**config.mk**
```make
export PLATFORM = sky130hd
export DESIGN_NAME = muldiv_sequencer
export DESIGN_NICKNAME = d
export VERILOG_FILES = /design/src/rtl/muldiv_sequencer.sv
export SDC_FILE = /design/constraint.sdc
export NUM_CORES = 1
export LEC_CHECK = 0
export CAP_MARGIN = 20
export CELL_PAD_IN_SITES_DETAIL_PLACEMENT = 1
export CELL_PAD_IN_SITES_GLOBAL_PLACEMENT = 1
export CORE_UTILIZATION = 32
export DETAILED_ROUTE_END_ITERATION = 7
export PLACE_DENSITY = 0.87
export RECOVER_POWER = 50
export SYNTH_ARGS = -nofsm -noshare
export SYNTH_HDL_FRONTEND = slang
export SYNTH_SLANG_ARGS = --single-unit
```
**constraint.sdc**
```tcl
create_clock -name clk -period 1.8 [get_ports clk]
set_clock_uncertainty 0.1 [all_clocks]
set_input_delay 0.27 -clock clk [delete_from_list [all_inputs] [get_ports clk]]
set_output_delay 0.27 -clock clk [all_outputs]
set_load 0.02 [all_outputs]
```
**src/rtl/muldiv_sequencer.sv**
```systemverilog
// Control sequencer for an iterative RV32M multiply/divide unit: stalls the
// pipeline, launches and steps the datapath, and flags the result cycle.
//
// state | meaning
// ------+--------------------------------------------------------------
// IDLE  | no op in flight; an M-op in EX stalls the pipe and launches
// BUSY  | datapath stepping; counter counts the remaining busy cycles
// DONE  | result captured into EX/MEM this cycle; stall released
module muldiv_sequencer #(
    parameter int MUL_CYCLES = 2,
    parameter int DIV_CYCLES = 32
) (
    input  logic       clk,
    input  logic       rst,
    input  logic       ex_m_inst,
    input  logic [2:0] ex_funct3,
    input  logic [4:0] ex_rd,
    input  logic       div_special,
    input  logic       abort,
    output logic       stall,
    output logic       unit_start,
    output logic       unit_en,
    output logic [2:0] unit_op,
    output logic       result_valid,
    output logic [4:0] result_rd,
    output logic       busy
);

    typedef enum logic [1:0] {
        IDLE = 2'd0,
        BUSY = 2'd1,
        DONE = 2'd2
    } state_t;

    localparam logic [6:0] MUL_LOAD = 7'(MUL_CYCLES - 1);
    localparam logic [6:0] DIV_LOAD = 7'(DIV_CYCLES - 1);

    state_t     state, state_nxt;
    logic [6:0] cnt, cnt_nxt;
    logic [2:0] op_nxt;
    logic [4:0] rd_nxt;
    logic       start_nxt;
    logic       stall_c;

    always_ff @(posedge clk) begin
        if (rst) begin
            state      <= IDLE;
            cnt        <= 7'd0;
            unit_op    <= 3'd0;
            result_rd  <= 5'd0;
            unit_start <= 1'b0;
        end else begin
            state      <= state_nxt;
            cnt        <= cnt_nxt;
            unit_op    <= op_nxt;
            result_rd  <= rd_nxt;
            unit_start <= start_nxt;
        end
    end

    always_comb begin
        state_nxt = state;
        cnt_nxt   = cnt;
        op_nxt    = unit_op;
        rd_nxt    = result_rd;
        start_nxt = 1'b0;
        stall_c   = 1'b0;
        if (abort) begin
            state_nxt = IDLE;
            cnt_nxt   = 7'd0;
        end else begin
            case (state)
                IDLE: begin
                    if (ex_m_inst) begin
                        stall_c = 1'b1;
                        op_nxt  = ex_funct3;
                        rd_nxt  = ex_rd;
                        // Divide-by-zero and overflow have fixed results, so skip the datapath
                        if (ex_funct3[2] && div_special) begin
                            state_nxt = DONE;
                        end else begin
                            state_nxt = BUSY;
                            cnt_nxt   = ex_funct3[2] ? DIV_LOAD : MUL_LOAD;
                            start_nxt = 1'b1;
                        end
                    end
                end
                BUSY: begin
                    stall_c = 1'b1;
                    if (cnt == 7'd0) begin
                        state_nxt = DONE;
                    end else begin
                        cnt_nxt = cnt - 7'd1;
                    end
                end
                DONE:    state_nxt = IDLE;
                default: state_nxt = IDLE;
            endcase
        end
    end

    assign stall        = stall_c;
    assign unit_en      = (state == BUSY);
    assign busy         = (state != IDLE);
    assign result_valid = (state == DONE) && !abort;

endmodule

```
==> impl_metrics.csv, run 1 <==
group,metric,value,unit
grt,grt_max_degree,11,
worst_setup_path,crit_required,1.91,ns
synth,synth_top_family_by_area,"simple AND/OR/NAND/NOR gates",
drt,ant_nets,0,
clocking,cts_made_buffers,3,
clocking,clock_path_buffers,2,
timing,layout_min_cycle_time,1.75,ns
timing,slew_headroom,0.723,
min_path,holdPathEnd,"result_rd[4]",
clocking,root_buffer,"clkbuf_4",
final_layout,areaGrowthSynthToFinish,49.4,%
worst_setup_path,crit_fanout,3,
worst_setup_path,end_kind,"flop",
grt,grt.total_usage,0.202,
synth,synth_area_leader_cell,"dfxtp_1",
floorplanning,rows,18,
drt,wl,2.66,mm
worst_setup_path,r2r_start,"cnt[0]",
grt,grt_pass1_wl,4.08,mm
placement,placed_cells,168,
synth,yosysSeqAreaShare,0.420,
timing,maxSlewViolCount,0,
drt,wl_per_cell,15.4,µm
final_layout,post-route-util,0.513,
worst_setup_path,critPathLaunchType,"flop",
outcome,status,"finished clean",
synth,synth-simple-area-share,0.281,
clocking,path_clk_slew,0.11,ns
worst_setup_path,worst-r2r-setup-slack,0.05,ns
synth,ys_ff_latch,18,
synth,syn_area,858,µm²
floorplanning,core_area,2500,µm²
min_path,hold_class,"reg -> reg",
floorplanning,ios,26,
placement,dp.final_hpwl,1.96,mm
timing,setup_violations,0,
synth,ys_warn_count,0,
worst_setup_path,critPathKind,"reg -> reg",
grt,grt_pass1_vias,883,
placement,numPortBuffers,25,
timing,max_freq,571,MHz
synth,synthXorXnorAreaFrac,0,
clocking,insertion_delay,0.31,ns
timing,worst_pin_slew,0.412,ns
grt,antenna_found_initial,0,
final_layout,antenna_cells,0,
placement,gp_congestion,0.782,
drt,vias_per_cell,5.34,
timing,hold-worst-slack,0.358,ns
clocking,cts_sinks,18,
synth,ys_types,34,
synth,syn_nets,120,
clocking,cts-htree-levels,1,
pwr,ir_worst_vdd,0.000425,V
pwr,power_density,703,nW/µm²
worst_setup_path,rr_endpoint,"cnt[6]",
min_path,holdPathStages,2,
clocking,tritoncts,"yes",
synth,postSynthCellCount,105,
timing,hold_viol_final,0,
pwr,finalPower,0.902,mW
final_layout,nets,159,
pwr,p_leak,0.523,nW
synth,syn_area_per_cell,8.17,µm²
min_path,min_from,"result_rd[4]",
job,max_cap_viol_count,0,
final_layout,fin_cells,173,
synth,synth_mux_area_frac,0.0233,
synth,synth-adder-area-share,0.0292,
drt,drc_errors,0,
floorplanning,die_h,53.8,µm
synth,synth_compound_area_frac,0.214,
synth,synth_top_cell_area_share,0.420,
drt,drt_first_pass_iters,4,
timing,fin_crit_sh,0.974,
worst_setup_path,arrival,1.86,ns
synth,ys_top_cells_by_area,"dfxtp_1 (42%), nand2_1 (10%), a21oi_1 (7.0%)",
final_layout,drive_gt1_frac,0.210,
timing,setup_tns,0,ns
floorplanning,die_w,53.8,µm
worst_setup_path,r2r_cells,6,
drt,drt_iter0_drc,14,
grt,overflow,0,
floorplanning,dieArea,2890,µm²
floorplanning,start_util,0.343,
drt,vias,923,
==> worst max-delay path by stage <==
stage | startpoint | to | slack (ns)
floorplan | cnt[0] | cnt[6] | 0.13
finish | cnt[0] | cnt[6] | 0.05
detailed placement | ex_m_inst | unit_op[0] | -0.21
global route | cnt[0] | cnt[6] | -0.006
global placement | ex_m_inst | result_rd[3] | -0.12
CTS | cnt[0] | cnt[6] | 0.004
==> registers in the layout, indices dropped and copies added (netlist names) <==
name	flops
unit_start	1
result_rd	5
cnt	7
state	2
unit_op	3
==> cell families (layout without fill, tap and decap cells) <==
logic type / after synthesis / after routing
and+or+nand+nor: 48 / 48
buffers and inverters: 7 / 45
adders and majority gates: 2 / 2
muxes: 2 / 2
AOI/OAI and AO/OA: 28 / 28
DFF: 18 / 18
==> cells in the final DEF (no fill, tap or decap), types with 3 or more instances in the layout <==
cell type / count
clkbuf_4: 3
nand2_1: 23
nor3_1: 3
a21oi_1: 12
dlygate4sd3_1: 9
buf_4: 11
dlygate4sd2_1: 4
clkdlybuf4s50_1: 12
o211ai_1: 3
dfxtp_1: 16
nor2_1: 6
==> through the flow <==
step                instance area, µm²  worst slack (ns)
floorplan                          858             0.132
global placement                  1220            -0.124
detailed placement                1220            -0.207
CTS                               1260           0.00412
global route                      1280          -0.00636
finish                            1280            0.0472
==> synthesized netlist by cell type <==
| library cell | count |
|---|---|
| or2_1 | 2 |
| nor3b_1 | 1 |
| ha_1 | 2 |
| nand4_1 | 1 |
| nor4b_2 | 1 |
| or2_2 | 2 |
| o21a_1 | 1 |
| nor3_1 | 4 |
| nand3_1 | 2 |
| inv_1 | 4 |
| a31oi_1 | 2 |
| nor2b_1 | 1 |
| or3b_4 | 1 |
| o21ai_0 | 1 |
| clkbuf_1 | 2 |
| or4b_1 | 1 |
| and3b_1 | 1 |
| dfxtp_1 | 18 |
| a21o_1 | 1 |
| a21oi_4 | 1 |
| a21boi_2 | 1 |
| o2111ai_1 | 1 |
| nand2_1 | 23 |
| o211ai_1 | 3 |
| nor2_2 | 1 |
| a21oi_1 | 12 |
| o21ai_1 | 2 |
| mux2i_1 | 2 |
| a21boi_0 | 1 |
| o22ai_1 | 1 |
| buf_2 | 1 |
| nor2_1 | 6 |
| a211o_1 | 1 |
| and2_1 | 1 |
==> where the power goes <==
part,leakage [nW],internal [mW],switching [mW]
Clock,0.0210,0.124,0.138
Combinational,0.354,0.105,0.108
Sequential,0.147,0.415,0.0124
==> final cells by class <==
class	count	area, µm²
fill	300	1220
sequential	18	363
timing repair buffer	37	333
tap	30	37.5
multi-input combinational	80	498
clock buffer	4	36.3
inverter	4	15.0
==> worst max-delay path, stage by stage (launching register included) <==
cell and delay, ns:
dfxtp_2 0.36, inv_2 0.10, ha_4 0.14, or4b_4 0.46, o21a_1 0.21, o211ai_1 0.19
o21ai_1 0.09
==> layer usage <==
layer	part of all wire	up-vias	global-route usage	wire [µm]
met5	0	-	0	0
met4	0.026	0	0.118	68
met3	0.042	7	0.0254	111
met2	0.52	27	0.335	1390
met1	0.41	446	0.245	1090
li1	-	443	-	-
==> timing repair <==
item,4_1_cts,5_1_grt
buffers inserted,0,1
hold buffers,0,0
pin swaps,1,2
resized for setup,6,7
setup endpoints to repair,5,1
Power figures use the tool's default switching activity.
==> run 2, diff against run 1 <==
--- a/config.mk
+++ b/config.mk
@@ -9,6 +9,7 @@
 export CELL_PAD_IN_SITES_DETAIL_PLACEMENT = 1
 export CELL_PAD_IN_SITES_GLOBAL_PLACEMENT = 1
 export CORE_UTILIZATION = 32
+export CTS_CLUSTER_SIZE = 30
 export DETAILED_ROUTE_END_ITERATION = 7
 export PLACE_DENSITY = 0.87
 export RECOVER_POWER = 50
==> constraint.sdc (replaced) <==
create_clock -name clk -period 2 [get_ports clk]
set_clock_uncertainty 0.1 [all_clocks]
set_input_delay 0.3 -clock clk [delete_from_list [all_inputs] [get_ports clk]]
set_output_delay 0.3 -clock clk [all_outputs]
set_load 0.02 [all_outputs]
==> impl_metrics.csv, run 2 (same netlist as run 1, synthesis figures left out) <==
group,metric,value,unit
outcome,status,"finished clean",
floorplanning,ios,26,
final_layout,largest_reg_flops,7,
grt,grt_pass1_wl,3.89,mm
final_layout,largest-register,"cnt",
drt,drt_iter0_drc,5,
floorplanning,dieArea,2890,µm²
clocking,postCtsSetupRepairBufs,0,
grt,antenna_found_initial,0,
worst_setup_path,crit_fanout,7,
timing,fin_crit_sh,0.949,
worst_setup_path,critPathLaunchType,"flop",
final_layout,final_common_cell,"nand2_1",
clocking,cts-htree-levels,1,
min_path,hold_class,"reg -> reg",
pwr,p_leak,0.465,nW
clocking,root_buffer,"clkbuf_4",
timing,hold_viol_final,0,
drt,drt_first_pass_iters,3,
floorplanning,start_util,0.343,
grt,grt_pass1_vias,827,
placement,post_dp_cell_area,1170,µm²
timing,worst_pin_slew,0.468,ns
timing,layout_min_cycle_time,1.90,ns
final_layout,antenna_cells,0,
final_layout,nets,152,
timing,setup_violations,0,
grt,overflow,0,
final_layout,num-fill-cells,323,
worst_setup_path,crit_family,"buffers and inverters",
final_layout,register_area,362,µm²
floorplanning,rows,18,
grt,grt_max_degree,11,
final_layout,top_regs,"cnt (7), result_rd (5), unit_op (3)",
pwr,ir_worst_vdd,0.000376,V
timing,rsz0062_at_grt,"no",
final_layout,fin_area,1200,µm²
worst_setup_path,max_stage_delay,0.62,ns
clocking,path_clk_slew,0.11,ns
worst_setup_path,arrival,1.50,ns
placement,placed_cells,162,
final_layout,areaGrowthSynthToFinish,39.7,%
placement,gp_congestion,0.816,
final_layout,mostFrequentLayoutCells,"nand2_1 (23), dfxtp_1 (17), clkdlybuf4s50_1 (15)",
drt,drc_errors,0,
floorplanning,die_w,53.8,µm
timing,max_freq,527,MHz
worst_setup_path,end_kind,"output port",
final_layout,multi_input_area,468,µm²
drt,vias_per_cell,5.28,
floorplanning,core_area,2500,µm²
drt,wl_per_cell,15.2,µm
clocking,insertion_delay,0.30,ns
floorplanning,die_h,53.8,µm
clocking,tritoncts,"yes",
timing,slew_headroom,0.687,
worst_setup_path,crit_required,1.60,ns
timing,setup_tns,0,ns
placement,numPortBuffers,25,
worst_setup_path,path_cells,"nor2b_1 -> clkdlybuf4s50_1",
clocking,cts_sinks,18,
clocking,clock_path_buffers,2,
pwr,finalPower,0.783,mW
drt,vias,876,
job,max_cap_viol_count,0,
pwr,power_density,653,nW/µm²
drt,ant_nets,0,
placement,dp.final_hpwl,1.84,mm
grt,grt.total_usage,0.190,
timing,maxSlewViolCount,0,
worst_setup_path,path_buf_inv,1,
worst_setup_path,cp_slowest_cell,"clkdlybuf4s50_1",
final_layout,fin_cells,166,
worst_setup_path,critPathKind,"reg -> out",
clocking,cts_hold_buf,0,
drt,wl,2.52,mm
clocking,cts_made_buffers,3,
final_layout,drive_gt1_frac,0.118,
## run 2: tightest hold or removal path, stage by stage, from the launching register on
cell     delay (ns)
dfxtp_1        0.32
nand2_1        0.05
a21oi_1        0.06
## run 2: layer usage
metal / vias up / GRT usage / share of wire / wire (µm)
met5: - / 0 / 0 / 0
met2: 17 / 0.309 / 0.51 / 1290
li1: 425 / - / - / -
met4: 0 / 0.0921 / 0.015 / 37
met1: 430 / 0.242 / 0.45 / 1120
met3: 4 / 0.0311 / 0.027 / 68
## run 2: cell type report
type	instances	area share
multi-input cells	80	0.390
flip-flops and latches	18	0.302
repair buffers	30	0.234
well taps	30	0.0313
clock buffers	4	0.0303
inverters	4	0.0125
## run 2: what timing repair did
| action | 4_1_cts | 5_1_grt |
|---|---|---|
| setup endpoints to repair | 1 | 3 |
| resized for setup | 1 | 2 |
| endpoints found under the hold margin | 0 | 0 |
## run 2: power by group
group	leakage [nW]	total, mW	switching (mW)	internal, mW
Combinational	0.297	0.166	0.0903	0.0758
Sequential	0.147	0.384	0.0102	0.373
Clock	0.0210	0.233	0.122	0.111
Total	0.465	0.783	0.223	0.560
## run 2: final timing paths
path	from	to	slack (ns)	cells past startpoint
setup / recovery	state[0]	unit_en	0.10	2
hold / removal	unit_op[1]	unit_op[1]	0.36	2
setup reg to reg	cnt[0]	cnt[6]	0.16	6
hold reg to reg	unit_op[1]	unit_op[1]	0.36	2
## run 2: metrics by stage
stage	utilization	hold WS, ns	worst slack, ns
after global routing	0.479	0.376	0.0332
after floorplan	-	0.336	0.332
final	0.479	0.362	0.101
after detailed placement	0.468	0.351	-0.00764
after global placement	0.468	0.339	0.0222
after CTS	0.482	0.368	0.00603
==> run 3, diff against run 2 <==
--- a/config.mk
+++ b/config.mk
@@ -8,6 +8,7 @@
 export CAP_MARGIN = 20
 export CELL_PAD_IN_SITES_DETAIL_PLACEMENT = 1
 export CELL_PAD_IN_SITES_GLOBAL_PLACEMENT = 1
+export CORE_MARGIN = 2
 export CORE_UTILIZATION = 32
 export CTS_CLUSTER_SIZE = 30
 export DETAILED_ROUTE_END_ITERATION = 7
==> impl_metrics.csv, run 3 (same netlist as run 1, synthesis figures left out) <==
group,metric,value,unit
outcome,status,"finished clean",
final_layout,num-fill-cells,317,
floorplanning,dieArea,3110,µm²
drt,drc_errors,0,
clocking,root_buffer,"clkbuf_4",
placement,placed_cells,162,
worst_setup_path,max_stage_delay,0.54,ns
drt,vias_per_cell,5.23,
placement,post_dp_cell_area,1170,µm²
grt,overflow,0,
final_layout,fin_cells,165,
floorplanning,die_w,55.8,µm
placement,numPortBuffers,25,
final_layout,largest-register,"cnt",
clocking,insertion_delay,0.29,ns
timing,max_freq,523,MHz
clocking,clock_path_buffers,2,
timing,worst_pin_slew,0.456,ns
pwr,p_leak,0.466,nW
timing,setup_violations,0,
drt,wl,2.53,mm
clocking,path_clk_slew,0.10,ns
clocking,tritoncts,"yes",
final_layout,areaGrowthSynthToFinish,36.9,%
floorplanning,start_util,0.343,
worst_setup_path,critPathKind,"reg -> out",
final_layout,mostFrequentLayoutCells,"nand2_1 (23), dfxtp_1 (18), clkdlybuf4s50_1 (13)",
worst_setup_path,end_kind,"output port",
final_layout,drive_gt1_frac,0.104,
drt,wl_per_cell,15.3,µm
floorplanning,core_area,2500,µm²
worst_setup_path,arrival,1.51,ns
worst_setup_path,path_buf_inv,1,
timing,slew_headroom,0.696,
worst_setup_path,cp_slowest_cell,"clkdlybuf4s50_1",
min_path,hold_class,"reg -> reg",
drt,vias,863,
floorplanning,ios,26,
timing,fin_crit_sh,0.956,
final_layout,multi_input_area,460,µm²
drt,ant_nets,0,
drt,drt_first_pass_iters,4,
final_layout,final_common_cell,"nand2_1",
timing,rsz0062_at_grt,"no",
timing,maxSlewViolCount,0,
timing,layout_min_cycle_time,1.91,ns
clocking,cts_hold_buf,0,
drt,drt_iter0_drc,17,
pwr,ir_worst_vdd,0.000349,V
final_layout,largest_reg_flops,7,
clocking,cts-htree-levels,1,
grt,grt_max_degree,10,
placement,gp_congestion,0.817,
final_layout,register_area,360,µm²
clocking,cts_made_buffers,3,
worst_setup_path,critPathLaunchType,"flop",
timing,hold-worst-slack,0.358,ns
pwr,power_density,617,nW/µm²
clocking,postCtsSetupRepairBufs,0,
final_layout,nets,152,
placement,dp.final_hpwl,2.00,mm
floorplanning,die_h,55.8,µm
final_layout,fin_area,1170,µm²
job,max_cap_viol_count,0,
floorplanning,rows,18,
worst_setup_path,crit_required,1.60,ns
worst_setup_path,crit_fanout,7,
grt,grt_pass1_wl,4.32,mm
final_layout,antenna_cells,0,
grt,grt_pass1_vias,938,
worst_setup_path,path_cells,"or2_2 -> clkdlybuf4s50_1",
grt,antenna_found_initial,0,
timing,hold_viol_final,0,
clocking,cts_sinks,18,
grt,grt.total_usage,0.179,
final_layout,top_regs,"cnt (7), result_rd (5), unit_op (3)",
worst_setup_path,crit_family,"buffers and inverters",
## run 3: cell count changes in the layout (fill, tap and decap cells not counted), sizes merged
cell / previous run / this run
dlygate4sd3: 8 / 9
dlygate4sd2: 1 / 2
clkbuf: 5 / 4
clkdlybuf4s50: 15 / 13
## run 3: cell type report
cell class | instances | share of cell area
clock buffers | 3 | 0.0192
flip-flops and latches | 18 | 0.307
multi-input cells | 80 | 0.392
repair buffers | 30 | 0.237
inverters | 4 | 0.0128
well taps | 30 | 0.0319
## run 3: final timing paths
path,depth (start not counted),slack [ns],endpoint,from
max,2,0.09,busy,state[0]
min,2,0.36,result_rd[2],result_rd[2]
max reg2reg,6,0.15,cnt[6],cnt[0]
min reg2reg,2,0.36,result_rd[2],result_rd[2]
## run 3: layer usage
layer / GRT usage / routed length (µm) / vias up
met1: 0.203 / 1070 / 419
met2: 0.330 / 1350 / 15
li1: - / - / 427
met5: 0 / 0 / -
met4: 0.0836 / 27 / 0
met3: 0.0186 / 80 / 2
## run 3: report_power, final
group / internal (mW) / leakage [nW] / switching (mW) / total (mW)
clock: 0.0700 / 0.0138 / 0.112 / 0.182
sequential: 0.373 / 0.147 / 0.0104 / 0.384
combinational: 0.0736 / 0.305 / 0.0863 / 0.160
## run 3: worst min-delay path: cells and delay by family (launching register included)
kind	cells	cell delay [ns]
DFF	1	0.32
and+or+nand+nor	1	0.05
AOI/OAI and AO/OA	1	0.05
## run 3: stage by stage
step                setup slack (ns)  utilization  total power [mW]  setup TNS [ns]
floorplan                      0.332            -             0.480               0
global placement              0.0203        0.468             0.553               0
detailed placement           -0.0367        0.468             0.561          -0.108
CTS                          0.00137        0.476             0.742               0
global route                  0.0189        0.470             0.769               0
finish                        0.0882        0.470             0.725               0
## run 3: timing repair
item / CTS / global route
cloned: 0 / 0
setup endpoints to repair: 2 / 1
gates resized for setup: 2 / 1
